File: src/rtl/seq_detector_param.sv
// Parametrised serial pattern detector with a runtime-loadable pattern,
// per-cycle overlap/non-overlap selection, a saturating match counter and a
// history fill level. All outputs are registered.
module seq_detector_param #(
  parameter int unsigned      PAT_W   = 4,
  parameter logic [PAT_W-1:0] PATTERN = PAT_W'(4'b1010),
  parameter int unsigned      CNT_W   = 8
) (
  input  logic                         clk,
  input  logic                         rst,
  input  logic                         en,
  input  logic                         in,
  input  logic                         overlap,
  input  logic                         pat_load,
  input  logic [PAT_W-1:0]             pat_in,
  output logic                         out,
  output logic [CNT_W-1:0]             match_cnt,
  output logic [$clog2(PAT_W+1)-1:0]   fill
);

  localparam int unsigned       FILL_W   = $clog2(PAT_W + 1);
  localparam logic [FILL_W-1:0] FILL_MAX = FILL_W'(PAT_W);
  localparam logic [FILL_W-1:0] FILL_ARM = FILL_W'(PAT_W - 1);

  logic [PAT_W-1:0] pattern;
  // Only the newest PAT_W-1 bits are ever needed to form the next candidate.
  logic [PAT_W-2:0] history;
  logic [PAT_W-1:0] cand;
  logic             hit;

  // Candidate window: stored history with the incoming bit as the newest LSB.
  assign cand = {history, in};
  assign hit  = (fill >= FILL_ARM) && (cand == pattern);

  // Pattern register, history shift, fill tracking, match pulse and counter.
  always_ff @(posedge clk) begin
    if (rst) begin
      pattern   <= PATTERN;
      history   <= '0;
      fill      <= '0;
      out       <= 1'b0;
      match_cnt <= '0;
    end else if (pat_load) begin
      pattern   <= pat_in;
      history   <= '0;
      fill      <= '0;
      out       <= 1'b0;
      match_cnt <= '0;
    end else if (en) begin
      history <= cand[PAT_W-2:0];
      out     <= hit;
      if (hit) begin
        if (match_cnt != {CNT_W{1'b1}}) begin
          match_cnt <= match_cnt + CNT_W'(1);
        end
        // Non-overlap demands PAT_W fresh bits; overlap keeps the window armed.
        fill <= overlap ? FILL_MAX : '0;
      end else if (fill != FILL_MAX) begin
        fill <= fill + FILL_W'(1);
      end
    end else begin
      out <= 1'b0;
    end
  end

endmodule

File: config.mk
export PLATFORM = sky130hd
export DESIGN_NAME = seq_detector_param
export DESIGN_NICKNAME = d
export VERILOG_FILES = /design/src/rtl/seq_detector_param.sv
export SDC_FILE = /design/constraint.sdc
export NUM_CORES = 1
export LEC_CHECK = 0
export ABC_AREA = 1
export CORE_MARGIN = 2
export CORE_UTILIZATION = 50
export DETAILED_ROUTE_END_ITERATION = 6
export GPL_TIMING_DRIVEN = 0
export HOLD_SLACK_MARGIN = 0.1
export MAX_ROUTING_LAYER = met4
export PLACE_DENSITY = 0.86
export SYNTH_ARGS = -nofsm -noshare
export SYNTH_HDL_FRONTEND = slang
export SYNTH_SLANG_ARGS = --single-unit
File: constraint.sdc
create_clock -name clk -period 3 [get_ports clk]
set_clock_uncertainty 0.1 [all_clocks]
set_input_delay 0.6 -clock clk [delete_from_list [all_inputs] [get_ports clk]]
set_output_delay 0.6 -clock clk [all_outputs]
set_load 0.1 [all_outputs]
# Word level (Yosys, flattened, before mapping)
# Cells that the tools add are included.
# word_totals
regBits	19
out_inout_bits	12
# op_classes
add_sub_neg	2
n_lt_le_gt_ge	1
n_eq_ne	3
muxes	3
bitwise_logic	1
n_reduce_logical	6
# ops
operator	count
3-bit two-way mux	3
8-bit by 1-bit adder with 8-bit output, second input constant	1
8-bit inequality test, second input constant	1
4-bit equality test	1
3-bit by 1-bit adder with 3-bit output, second input constant	1
3-bit by 2-bit greater-or-equal comparator with 1-bit output, second input constant	1
3-bit inequality test, second input constant	1
3-bit AND reduction	1
3-bit OR reduction	1
2-bit AND reduction	1
2-bit nonzero test	1
2-bit OR reduction	1
1-bit logical AND	1
1-bit inverter	1

# Depth between registers and ports, before layout
# logic_depth
word_depth	4
mapped_depth	11
depth_no_buf	11

# Worst setup path before layout
# No wires, ideal clock.
# synth_timing
kind	reg-to-reg
startpoint	register fill[1]
endpoint	register match_cnt[0]
setup_time_ns	0.110
t_arrival_ns	2.113
setup_slack_ns	0.676
stages_incl_launch_ff	11
path_cell_list	dfxtp_1 > ha_1 > ha_1 > nor2_1 > nand2_1 > nand3_1 > nor2_4 > buf_6 > nand4_1 > nand2_1 > nor2_1
# synth_via
elab_chain_cells	3
# synth_rtl
element	line_no	rtl
start: declaration	18	output logic [$clog2(PAT_W+1)-1:0] fill
start signal: assignment	57	fill <= overlap ? FILL_MAX : '0;
start signal: assignment	59	fill <= fill + FILL_W'(1);
3-bit by 2-bit greater-or-equal comparator with 1-bit output	33	assign hit = (fill >= FILL_ARM) && (cand == pattern);
1-bit logical AND	33	
3-bit AND reduction (no line)	n/a	
end signal: assignment	54	match_cnt <= match_cnt + CNT_W'(1);
end: declaration	17	output logic [CNT_W-1:0] match_cnt,
# No other way between the ends.
# A chain may end at the register's enable or synchronous reset.

# Final worst setup path
# layout_timing
startpoint	register match_cnt[2]
endpoint	output port match_cnt[2]
# No word-level cell between the ends.

==> results.json <==
{
  "synth-seq-area-share_pct": 34.2,
  "endpoint_kind": "output port",
  "r2r_end": "match_cnt[2]$_SDFFE_PP0P_",
  "num-fill-cells": 203,
  "grt.busiest_layer": "met2",
  "hpwl_mm": 1.81,
  "cp_top_family": "buffers and inverters",
  "whs_path_depth": 2,
  "yosys.area.top_type_share_pct": 34.2,
  "die_w_um": 51.2,
  "met2_usage_pct": 33.8,
  "io_buffers": 20,
  "hold_buffers": 0,
  "netlist_area_um2": 1110,
  "overflow": 0,
  "min_period_over_period_pct": 86.1,
  "crit_slowest_cell": "clkdlybuf4s50_1",
  "drt_pass1_iterations": 4,
  "worstPathMaxFanout": 5,
  "tightest_slew_ns": 0.964,
  "grt_max_degree": 11,
  "pin_count": 22,
  "synth-seq-cells": 19,
  "cts_buffers": 3,
  "htree_levels": 1,
  "r2r_slack_ns": 1.26,
  "grt_pass1_wl_mm": 3.95,
  "worst_ep_arrival_time_ns": 1.88,
  "min_period_ns": 2.58,
  "placed_cell_area_um2": 1350,
  "finish.utilization_pct": 63.9,
  "finalSetupViolCount": 0,
  "p_per_area_nw_per_um2": 337,
  "rr_worst_depth": 8,
  "first_global_vias": 988,
  "leakagePower_uw": 0.000597,
  "drv_cap": 0,
  "antenna_found_initial": 0,
  "ys_types": 20,
  "wl_mm": 2.35,
  "layout_commonest_cell": "nand2_1",
  "maxSlewHeadroom_pct": 35.5,
  "ir_worst_vdd_uv": 246,
  "first_iter_violations": 21,
  "grt_use_met3_pct": 2.63,
  "vias_per_cell": 4.93,
  "min_path_type": "reg -> reg",
  "rsz0062_at_grt": "no",
  "cts_setup_buffers": 0,
  "rows": 17,
  "crit_path_start_kind": "register",
  "dr_total_vias": 1094,
  "fp.dieArea_um2": 2620,
  "use_met1_pct": 23.8,
  "yosysWarnings": 0,
  "route.detailed.drc": 0,
  "final_cell_mix": "37 x nand2_1, 35 x inv_1, 25 x nor2_1",
  "clockRootBuffer": "clkbuf_4",
  "power_uw": 464,
  "nNetsFinal": 209,
  "syn_nets": 184,
  "syn-mean-instance-area_um2": 6.54,
  "initial_core_util_pct": 51.8,
  "syn_to_final_growth_pct": 23.5,
  "cts_buffer_depth": 2,
  "synth_edf_count": 0,
  "maxSlewViolCount": 0,
  "ys.flop_type": "dfxtp_1",
  "worstPathRequired_ns": 2.30,
  "finalHoldViolCount": 0,
  "max_freq_mhz": 387,
  "die_y_um": 51.2,
  "stdcell_area_um2": 1370,
  "clock-sinks": 19,
  "status": "completed",
  "setup_tns_ns": 0,
  "wl_per_cell_um": 10.6,
  "cts_tree": "done",
  "clk_latency_ns": 0.30,
  "path_class": "reg -> out",
  "coreArea_um2": 2150,
  "synthArstFlopShare_pct": 0,
  "dp_slack_ns": 0.750,
  "reg2reg_from": "match_cnt[0]$_SDFFE_PP0P_",
  "yosys-top-cells-area": "dfxtp_1 34%, nand2_1 12%, inv_1 12%",
  "post_cts_resized": 0,
  "netlist_instances": 170,
  "cp_num_buf_inv": 1,
  "gp_congestion": 0.853,
  "track_usage_pct": 20.7,
  "crit_chain": "clkdlybuf4s50_1",
  "setup_ws_ns": 0.417,
  "crit_path_max_incr_delay_ns": 1.16,
  "postRouteAntennaNets": 0,
  "min_from": "pattern[2]$_SDFFE_PP0P_",
  "clk_pin_slew_ns": 0.11,
  "drive_gt1_share_pct": 5.15,
  "cp_num_cells": 1,
  "antenna_cells": 0,
  "holdPathEnd": "pattern[2]$_SDFFE_PP0P_",
  "yosysTopAreaCell": "dfxtp_1"
}
metal layers:
layer / wire length [µm] / vias to the layer above / part of all wire, %
li1: - / 577 / -
met1: 1100 / 485 / 47
met2: 1100 / 24 / 47
met3: 71 / 8 / 3.0
met4: 71 / 0 / 3.0
met5: 0 / - / 0
Yosys cell counts, types with 2 or more instances:
cell	number
nand2_1	37
inv_1	35
nor2_1	25
dfxtp_1	19
nand3_1	11
o21ai_0	8
nand4_1	7
a21oi_1	6
ha_1	4
xor2_1	4
xnor2_1	3
buf_6	2
nand3_2	2
sequential cells by signal, summed over array words and instances (netlist names):
register and cells:
match_cnt 8, pattern 4, fill 3, history 3, out 1
stage by stage:
step,cells,hold slack [ns]
after floorplan,170,0.343
after global placement,218,0.367
after detailed placement,218,0.362
after CTS,222,0.378
after global routing,222,0.387
final,222,0.378
where the power goes:
part | leakage (µW) | switching, µW | internal [µW]
Combinational | 0.000427 | 40.7 | 27.5
Sequential | 0.000155 | 5.55 | 259
Clock | 0.0000150 | 79.1 | 51.8
Total | 0.000597 | 125 | 338
kinds of logic after synthesis:
kind of cell | count (synthesis) | share of synthesized area [%]
buffers and inverters | 39 | 14.6
XOR/XNOR | 7 | 5.51
adder cells (fa/ha/maj) | 4 | 4.50
AO/OA/AOI/OAI | 15 | 6.97
AND/OR/NAND/NOR | 86 | 34.2
flip-flops | 19 | 34.2
how the worst max path moves through the flow:
stage,from,to,slack [ns]
after detailed placement,match_cnt[5]$_SDFFE_PP0P_,match_cnt[5],0.75
after floorplan,fill[1]$_SDFFE_PP0P_,match_cnt[0]$_SDFFE_PP0P_,0.68
final,match_cnt[2]$_SDFFE_PP0P_,match_cnt[2],0.42
after global placement,match_cnt[2]$_SDFFE_PP0P_,match_cnt[2],0.76
after CTS,match_cnt[5]$_SDFFE_PP0P_,match_cnt[5],0.40
after global routing,match_cnt[2]$_SDFFE_PP0P_,match_cnt[2],0.36
area by class of cell:
cell class | instances | area (µm²) | share of cell area [%]
multi-input combinational | 112 | 569 | 41.4
inverter | 35 | 131 | 9.56
timing repair buffer | 20 | 200 | 14.6
clock buffer | 4 | 26.3 | 1.91
tap | 28 | 35.0 | 2.55
sequential | 19 | 380 | 27.7
buffer | 4 | 31.3 | 2.28
Power figures use the tool's default switching activity.
